--- config.mk ---
export PLATFORM = sky130hd
export DESIGN_NAME = dmem_arbiter
export DESIGN_NICKNAME = d
export VERILOG_FILES = /design/src/rtl/dmem_arb_pkg.sv /design/src/rtl/dmem_starve_cnt.sv /design/src/rtl/dmem_arbiter.sv
export SDC_FILE = /design/constraint.sdc
export NUM_CORES = 1
export LEC_CHECK = 0
export CELL_PAD_IN_SITES_DETAIL_PLACEMENT = 1
export CELL_PAD_IN_SITES_GLOBAL_PLACEMENT = 1
export CORE_AREA = 8 8 244 246
export DETAILED_ROUTE_END_ITERATION = 16
export DIE_AREA = 0 0 252 254
export PLACE_DENSITY_LB_ADDON = 0.1
export SYNTH_ARGS = -nofsm -noshare
export SYNTH_HDL_FRONTEND = slang
export SYNTH_SLANG_ARGS = --single-unit
--- constraint.sdc ---
create_clock -name clk -period 5 [get_ports clk]
set_input_delay 1 -clock clk [delete_from_list [all_inputs] [get_ports clk]]
set_output_delay 1 -clock clk [all_outputs]
set_load 0.1 [all_outputs]
--- src/rtl/dmem_arb_pkg.sv ---
// dmem_arb_pkg
// Shared types and constants for the data-memory arbiter:
//   state_t  - arbiter FSM states (IDLE, RD_WAIT, RD_RET)
//   owner_t  - which requester owns an in-flight read
//   DATA_W   - default address/data width
//   starve_w - width needed to count lost DMA arbitrations up to MAX_WAIT
package dmem_arb_pkg;

  localparam int DATA_W = 64;

  typedef enum logic [1:0] {
    IDLE    = 2'd0,
    RD_WAIT = 2'd1,
    RD_RET  = 2'd2
  } state_t;

  typedef enum logic {
    OWN_CPU = 1'b0,
    OWN_DMA = 1'b1
  } owner_t;

  // Bits required to hold 0..max_wait inclusive.
  function automatic int starve_w(input int max_wait);
    return $clog2(max_wait + 1);
  endfunction

endpackage

--- src/rtl/dmem_starve_cnt.sv ---
// dmem_starve_cnt
// Saturating counter of consecutive arbitrations lost by the DMA requester.
// Ports:
//   clk   in  system clock
//   reset in  asynchronous active-high reset
//   inc   in  DMA lost an arbitration this cycle
//   clr   in  DMA was granted this cycle (takes precedence over inc)
//   sat   out counter has reached MAX_WAIT; the DMA must win next
module dmem_starve_cnt #(
  parameter int MAX_WAIT = 4,
  parameter int CNT_W    = 3
) (
  input  logic clk,
  input  logic reset,
  input  logic inc,
  input  logic clr,
  output logic sat
);

  logic [CNT_W-1:0] cnt;

  assign sat = (cnt == CNT_W'(MAX_WAIT));

  // Count lost arbitrations, clear on grant, hold once saturated.
  always_ff @(posedge clk or posedge reset) begin
    if (reset) begin
      cnt <= '0;
    end else if (clr) begin
      cnt <= '0;
    end else if (inc && !sat) begin
      cnt <= cnt + CNT_W'(1);
    end else begin
      cnt <= cnt;
    end
  end

endmodule

--- src/rtl/dmem_arbiter.sv ---
// dmem_arbiter
// Arbitrates the single-ported data memory between the CPU MEM stage and a
// DMA requester. CPU has priority; after MAX_WAIT consecutive lost
// arbitrations the DMA is forced to win. Writes complete in the issue cycle;
// reads run IDLE -> RD_WAIT (RD_LAT cycles) -> RD_RET (rvalid pulse) -> IDLE.
// Ports:
//   clk, reset                    clock, asynchronous active-high reset
//   cpu_req/we/addr/wdata         CPU request (held until complete)
//   cpu_stall                     combinational pipeline freeze
//   cpu_rdata, cpu_rvalid         registered CPU read return
//   dma_req/we/addr/wdata         DMA request (held until dma_gnt)
//   dma_gnt                       combinational DMA accept strobe
//   dma_rdata, dma_rvalid         registered DMA read return
//   mem_addr/wdata/we/re          memory command from the arbitration winner
//   mem_rdata                     memory data, valid RD_LAT cycles after mem_re
//   perf_cpu_stall_cycles         stall-cycle counter (0 unless DMEM_ARB_PERF_EN)
//   perf_dma_grants               DMA grant counter   (0 unless DMEM_ARB_PERF_EN)
// Build option: define DMEM_ARB_PERF_EN to instantiate the performance counters.
module dmem_arbiter #(
  parameter int RD_LAT   = 1,
  parameter int MAX_WAIT = 4,
  parameter int DATA_W   = dmem_arb_pkg::DATA_W
) (
  input  logic              clk,
  input  logic              reset,
  input  logic              cpu_req,
  input  logic              cpu_we,
  input  logic [DATA_W-1:0] cpu_addr,
  input  logic [DATA_W-1:0] cpu_wdata,
  output logic              cpu_stall,
  output logic [DATA_W-1:0] cpu_rdata,
  output logic              cpu_rvalid,
  input  logic              dma_req,
  input  logic              dma_we,
  input  logic [DATA_W-1:0] dma_addr,
  input  logic [DATA_W-1:0] dma_wdata,
  output logic              dma_gnt,
  output logic [DATA_W-1:0] dma_rdata,
  output logic              dma_rvalid,
  output logic [DATA_W-1:0] mem_addr,
  output logic [DATA_W-1:0] mem_wdata,
  output logic              mem_we,
  output logic              mem_re,
  input  logic [DATA_W-1:0] mem_rdata,
  output logic [31:0]       perf_cpu_stall_cycles,
  output logic [31:0]       perf_dma_grants
);

  import dmem_arb_pkg::*;

  localparam int STARVE_W = starve_w(MAX_WAIT);
  localparam int LAT_W    = 3;

  state_t           state;
  state_t           state_next;
  owner_t           owner;
  logic [LAT_W-1:0] lat_cnt;

  logic idle;
  logic force_dma;
  logic dma_win;
  logic cpu_win;
  logic rd_issue;
  logic starve_inc;

  dmem_starve_cnt #(
    .MAX_WAIT (MAX_WAIT),
    .CNT_W    (STARVE_W)
  ) u_starve (
    .clk   (clk),
    .reset (reset),
    .inc   (starve_inc),
    .clr   (dma_win),
    .sat   (force_dma)
  );

  // Arbitration: only in IDLE and never while reset is held, so reset
  // forces every combinational command/grant low.
  always_comb begin
    idle    = (state == IDLE) && !reset;
    dma_win = 1'b0;
    cpu_win = 1'b0;
    if (idle) begin
      if (dma_req && (!cpu_req || force_dma)) begin
        dma_win = 1'b1;
      end else if (cpu_req) begin
        cpu_win = 1'b1;
      end else begin
        dma_win = 1'b0;
        cpu_win = 1'b0;
      end
    end else begin
      dma_win = 1'b0;
      cpu_win = 1'b0;
    end
    rd_issue   = (dma_win && !dma_we) || (cpu_win && !cpu_we);
    starve_inc = cpu_win && dma_req;
  end

  // Memory command mux driven by the current winner.
  always_comb begin
    mem_addr  = '0;
    mem_wdata = '0;
    mem_we    = 1'b0;
    mem_re    = 1'b0;
    if (dma_win) begin
      mem_addr  = dma_addr;
      mem_wdata = dma_wdata;
      mem_we    = dma_we;
      mem_re    = !dma_we;
    end else if (cpu_win) begin
      mem_addr  = cpu_addr;
      mem_wdata = cpu_wdata;
      mem_we    = cpu_we;
      mem_re    = !cpu_we;
    end else begin
      mem_addr  = '0;
      mem_wdata = '0;
      mem_we    = 1'b0;
      mem_re    = 1'b0;
    end
  end

  // Handshakes: the CPU is released by its own write issue or its rvalid.
  always_comb begin
    dma_gnt   = dma_win;
    cpu_stall = cpu_req && !(cpu_win && cpu_we) && !cpu_rvalid;
  end

  // Next-state logic for the read sequencer.
  always_comb begin
    state_next = state;
    case (state)
      IDLE: begin
        if (rd_issue) begin
          state_next = RD_WAIT;
        end else begin
          state_next = IDLE;
        end
      end
      RD_WAIT: begin
        if (lat_cnt == LAT_W'(0)) begin
          state_next = RD_RET;
        end else begin
          state_next = RD_WAIT;
        end
      end
      RD_RET:  state_next = IDLE;
      default: state_next = IDLE;
    endcase
  end

  // State register.
  always_ff @(posedge clk or posedge reset) begin
    if (reset) begin
      state <= IDLE;
    end else begin
      state <= state_next;
    end
  end

  // Read datapath: latch owner and latency on issue, capture data when the
  // latency expires and raise the owner's rvalid for exactly one cycle.
  always_ff @(posedge clk or posedge reset) begin
    if (reset) begin
      owner      <= OWN_CPU;
      lat_cnt    <= '0;
      cpu_rdata  <= '0;
      dma_rdata  <= '0;
      cpu_rvalid <= 1'b0;
      dma_rvalid <= 1'b0;
    end else begin
      cpu_rvalid <= 1'b0;
      dma_rvalid <= 1'b0;
      case (state)
        IDLE: begin
          if (rd_issue) begin
            owner   <= dma_win ? OWN_DMA : OWN_CPU;
            lat_cnt <= LAT_W'(RD_LAT - 1);
          end
        end
        RD_WAIT: begin
          if (lat_cnt == LAT_W'(0)) begin
            if (owner == OWN_DMA) begin
              dma_rdata  <= mem_rdata;
              dma_rvalid <= 1'b1;
            end else begin
              cpu_rdata  <= mem_rdata;
              cpu_rvalid <= 1'b1;
            end
          end else begin
            lat_cnt <= lat_cnt - LAT_W'(1);
          end
        end
        RD_RET:  lat_cnt <= lat_cnt;
        default: lat_cnt <= '0;
      endcase
    end
  end

`ifdef DMEM_ARB_PERF_EN
  // Wrapping performance counters: stalled CPU cycles and DMA grants.
  always_ff @(posedge clk or posedge reset) begin
    if (reset) begin
      perf_cpu_stall_cycles <= 32'd0;
      perf_dma_grants       <= 32'd0;
    end else begin
      if (cpu_stall) begin
        perf_cpu_stall_cycles <= perf_cpu_stall_cycles + 32'd1;
      end
      if (dma_gnt) begin
        perf_dma_grants <= perf_dma_grants + 32'd1;
      end
    end
  end
`else
  assign perf_cpu_stall_cycles = 32'd0;
  assign perf_dma_grants       = 32'd0;
`endif

endmodule

-- Word level (Yosys, flattened, before mapping)
Cells that the tools add are included.
- add/sub/neg operators: 2
- eq/ne operators: 5
- mux-type cells: 28
- bitwise gates (word level): 2
- reduce and logical (&&, ||, !) cells: 25
- operator list (cell ; count):
    64-bit 2-to-1 mux ; 4
    1-bit 2-to-1 mux ; 17
    3-bit 2-to-1 mux ; 4
    1-bit logical AND ; 9
    3-bit case mux with 3 select lines ; 1
    3-bit AND reduction ; 3
    1-bit zero test ; 7
    2-bit inequality test, second input constant ; 2
    2-bit case mux with 2 select lines ; 1
    3-bit by 1-bit adder with 3-bit output, second input constant ; 1
    3-bit == test, second input constant ; 1
    3-bit zero test ; 1
    3-bit by 1-bit subtractor with 3-bit output, second input constant ; 1
    2-bit by 1-bit == test with 1-bit output, second input constant ; 1
    2-bit == test, second input constant ; 1
    2-bit zero test ; 1
    1-bit logical OR ; 2
    2-bit 2-to-1 mux ; 1
    1-bit inverter ; 2
    2-bit AND reduction ; 1
    2-bit nonzero test ; 1
- flip-flop bits (word level): 139
- output and inout port bits: 326
- logic and storage cells: 70

-- Depth between registers and ports, before layout
- depth in word-level cells: 9
- depth in mapped cells: 8
- depth with buffers taken out: 6

-- By module
From an unflattened synthesis, not the netlist that was laid out.
- cell total of the unflattened synthesis: 557
- area, all modules: 7458.4 um^2
- modules (own cells, without submodules) (module ; instances ; cells an instance ; area an instance (um^2) ; seq. area each (um^2)):
    dmem_arbiter ; 1 ; 538 ; 7257.0 ; 3403.3
    dmem_starve_cnt ; 1 ; 19 ; 201.4 ; 75.1

-- Worst setup path after synthesis
No wires, ideal clock.
- path kind: input to output
- from: in cpu_req
- to: out cpu_stall
- data arrival time: 3.805 ns
- slack: 0.195 ns
- cell stages on the path: 4
- cell sequence: a21bo_2 > nand2_1 > buf_4 > a311oi_1
- word-level cells in the longest chain between the ends: 9
- elaborated cells between the ends (all ways): 10
- those cells by class: mux (3); reduce/logical (7)
- RTL lines (element ; line ; source):
    from (decl) ; dmem_arbiter.sv:26 ; input logic cpu_req,
    1-bit zero test ; dmem_arbiter.sv:84 ; if (dma_req && (!cpu_req || force_dma)) begin
    1-bit logical OR ; dmem_arbiter.sv:84 ;
    1-bit logical AND ; dmem_arbiter.sv:84 ;
    1-bit 2-to-1 mux ; dmem_arbiter.sv:84 ;
    1-bit 2-to-1 mux ; dmem_arbiter.sv:83 ; if (idle) begin
    1-bit logical AND ; dmem_arbiter.sv:127 ; cpu_stall = cpu_req && !(cpu_win && cpu_we) && !cpu_rvalid;
    1-bit zero test ; dmem_arbiter.sv:127 ;
    1-bit logical AND * (2 in series) ; dmem_arbiter.sv:127 ;
    to (decl) ; dmem_arbiter.sv:30 ; output logic cpu_stall,
Every way passes the cells marked *; elsewhere a longest branch is shown, timed or not.

-- Final worst setup path
- from: in dma_req
- to: out mem_wdata[53]
- word-level cells in the longest chain between the ends: 5
- elaborated cells between the ends (all ways): 7
- those cells by class: mux (6); reduce/logical (1)
- RTL lines (element ; line ; source):
    from (decl) ; dmem_arbiter.sv:33 ; input logic dma_req,
    1-bit logical AND * ; dmem_arbiter.sv:84 ;
    1-bit 2-to-1 mux ; dmem_arbiter.sv:84 ;
    1-bit 2-to-1 mux ; dmem_arbiter.sv:83 ;
    64-bit 2-to-1 mux ; dmem_arbiter.sv:111 ; end else if (cpu_win) begin
    64-bit 2-to-1 mux * ; dmem_arbiter.sv:106 ; if (dma_win) begin
    to (decl) ; dmem_arbiter.sv:41 ; output logic [DATA_W-1:0] mem_wdata,
Marks and branches as above.

==> results.yml <==
logic_synthesis:
  synth_cell_types: 37
  synth.most_common_cell: "dfrtp_1"
  synth.largest_area_cell: "dfrtp_1"
  netlist_area_um2: 8100
  ys_seq_area_share_pct: 42.9
  synthTopCellsByCount: "dfrtp_1, nand2_1, a21oi_1"
  ys_warn_count: 0
  synth_ff_type: "dfrtp_1"
  synth_top_area_share_pct: 42.9
  syn_inst: 845
  syn_area_per_cell_um2: 9.58
  yosys-top-cells-area: "dfrtp_1, mux2_4, a21oi_1, nand3_1, mux2_1"
  ys_ff_latch: 139
  synth_enable_flop_cells: 0
  async_flop_share_pct: 100
pwr:
  p_int_mw: 4.56
  power_mw: 11.9
  p_sw_mw: 7.31
  combPwrFrac_pct: 71.8
  clockPowerShare_pct: 11.3
  p_leak_nw: 6.34
  ir_drop_mv: 0.447
  share_seq_of_total_power_pct: 16.9
  p_per_area_nw_per_um2: 787
  swShare_pct: 61.6
sta:
  maxSlewHeadroom_pct: 26.6
  clock-skew-final_ps: 13.7
  slew_violations: 0
  finalCriticalPeriod_ps: 4090
  finalSetupViolCount: 0
  tightest_slew_ps: 1100
  finalCritPeriodShare_pct: 81.7
  hold_violations: 0
  fmax_mhz: 245
  grt_setup_unrepaired: "no"
  setup_tns_ps: 0
cells_and_area:
  synthToLayoutAreaGrowth_pct: 86.4
  seqCellArea_um2: 3480
  fin_nets: 1733
  drive_above_1_share_pct: 19.5
  fin_area_um2: 15100
  multi_input_area_um2: 3990
  fillerInstances: 6417
run_status:
  status: "completed"
setup_path:
  worstSetupPathType: "primary input to output pin"
  cp_max_fo: 35
  cp_slowest_cell: "clkdlybuf4s50_1"
  critical_path.cell_chain: "clkdlybuf4s50_1 > and2_4 > buf_4 > nand2_1 > a21oi_1 > buf_4"
  cp.arrival_ps: 3090
  start_kind: "primary input"
  cp_common_cell: "buf_4"
  cp.required_ps: 4000
  slowest_delay_ps: 610
  worstSetupEndpointType: "output pin"
floorplanning:
  rows: 87
  ios: 652
  die_area_um2: 64000
  die_height_um: 254
  core_area_um2: 55700
  die-width_um: 252
  initial_core_util_pct: 14.5
global_routing:
  grt_use_total_pct: 15.2
  grt_pass1_vias: 9147
  grt_pass1_wl_mm: 71.5
  grt_max_degree: 131
  antenna_found_initial: 13
  grt-ovfl-total: 0
clock_network:
  hold_buffers: 0
  insertion_delay_ps: 430
  clock-sinks: 139
  postCtsResizedCells: 0
  cts_setup_buffers: 0
  cts_max_level: 4
  numCtsBuffers: 17
  path_clk_slew_ps: 60
  cts_root_buf: "clkbuf_16"
  clk_path_buf_depth: 2
  cts_tree: "built"
route:
  wl_per_cell_um: 23.7
  via_per_inst: 3.88
  dr.pass1.iters: 4
  drc: 0
  drtIter0Drc: 274
  vias: 8444
  wirelength_mm: 51.7
  ant_nets: 0
worst_hold_path:
  worstHoldPathType: "register to register"
placement:
  dp_hpwl_mm: 41.9
  io_buffers: 587
  dpl_cell_area_um2: 14500
  routabilityCongestion: 0.874
flow_run:
  cap_violations: 0
## metal layers
| metal | up-vias | global-route usage (%) | share of wire, % |
|---|---|---|---|
| met5 | - | 0 | 0.18 |
| met4 | 14 | 2.94 | 1.1 |
| met3 | 41 | 6.74 | 10 |
| met2 | 343 | 27.1 | 52 |
| met1 | 4145 | 16.6 | 37 |
| li1 | 3901 | - | - |
## cell families after synthesis
group           after synthesis  share of synthesized area (%)
compound gates              145                           9.28
xor+xnor                      1                          0.108
fa+ha+maj                     4                          0.618
buf+inv                     143                           11.2
flops                       139                           42.9
mux                         128                           20.1
other cells                   1                         0.0463
simple gates                284                           15.8
## stage by stage
| step | std cells | hold WS [ps] | utilization, % | setup slack, ps |
|---|---|---|---|---|
| final | 2177 | 487 | 27.1 | 913 |
| after global routing | 2174 | 504 | 27.1 | 733 |
| after CTS | 2172 | 493 | 27.1 | 843 |
| after detailed placement | 2140 | 478 | 26.0 | 842 |
| after global placement | 2140 | 468 | 26.0 | 854 |
| after floorplan | 908 | 475 | - | 195 |
## critical path, delay by kind of cell
kind            cells  cell delay, ps
buf+inv             3            1320
simple gates        2             550
compound gates      1             160
## registers in the layout (all words and copies together), names as in the netlist
signal	cells
cpu_rvalid	1
lat_cnt	3
dma_rvalid	1
cpu_rdata	64
u_starve.cnt	3
dma_rdata	64
owner	1
state	2
## layout make-up
type                            count  share of cell area [%]
Inverter                            8                   0.232
Clock inverter                     10                   0.920
Antenna cell                        5                  0.0829
Multi-Input combinational cell    626                    26.4
Sequential cell                   139                    23.0
Clock buffer                       22                    3.14
Timing Repair Buffer              611                    39.9
Tap cell                          756                    6.27
## power groups by stage
stage	Clock (mW)	Sequential, mW	Combinational (mW)
2_1_floorplan	0	5.87	2.48
3_3_place_gp	0	2.00	8.62
3_5_place_dp	0	2.01	8.62
4_1_cts	1.40	2.01	8.63
5_1_grt	1.45	2.09	8.80
6_report	1.35	2.00	8.52
## layout by cell type (no fill, tap or decap), drive strengths merged
cell	instances
o22ai	1
or3	1
o21ai	6
a21boi	1
clkinv	5
inv	9
a21o	1
nand2b	3
clkinvlp	1
nand3	129
or4bb	1
clkdlybuf4s50	454
conb	64
a311oi	1
ha	4
bufinv	3
diode	5
o311ai	1
buf	157
o32a	1
mux2	128
o31ai	1
a21oi	131
nand4	1
nor2	5
nor4	1
dfrtp	139
a21bo	1
and2	1
clkbuf	22
nor3	3
and3	1
xnor2	1
nand2	138
## final timing paths
kind                          startpoint       endpoint  slack [ps]  cells past startpoint
max                              dma_req  mem_wdata[53]         910                      6
min                        cpu_rdata[35]  cpu_rdata[35]         490                      1
max reg2reg                   lat_cnt[0]  dma_rdata[53]        2410                      7
min reg2reg                cpu_rdata[35]  cpu_rdata[35]         490                      1
max in group asynchronous          reset  dma_rdata[13]        2910                      3
min in group asynchronous          reset  cpu_rdata[51]        1170                      2
No activity file was read; power rests on OpenSTA's default activity.
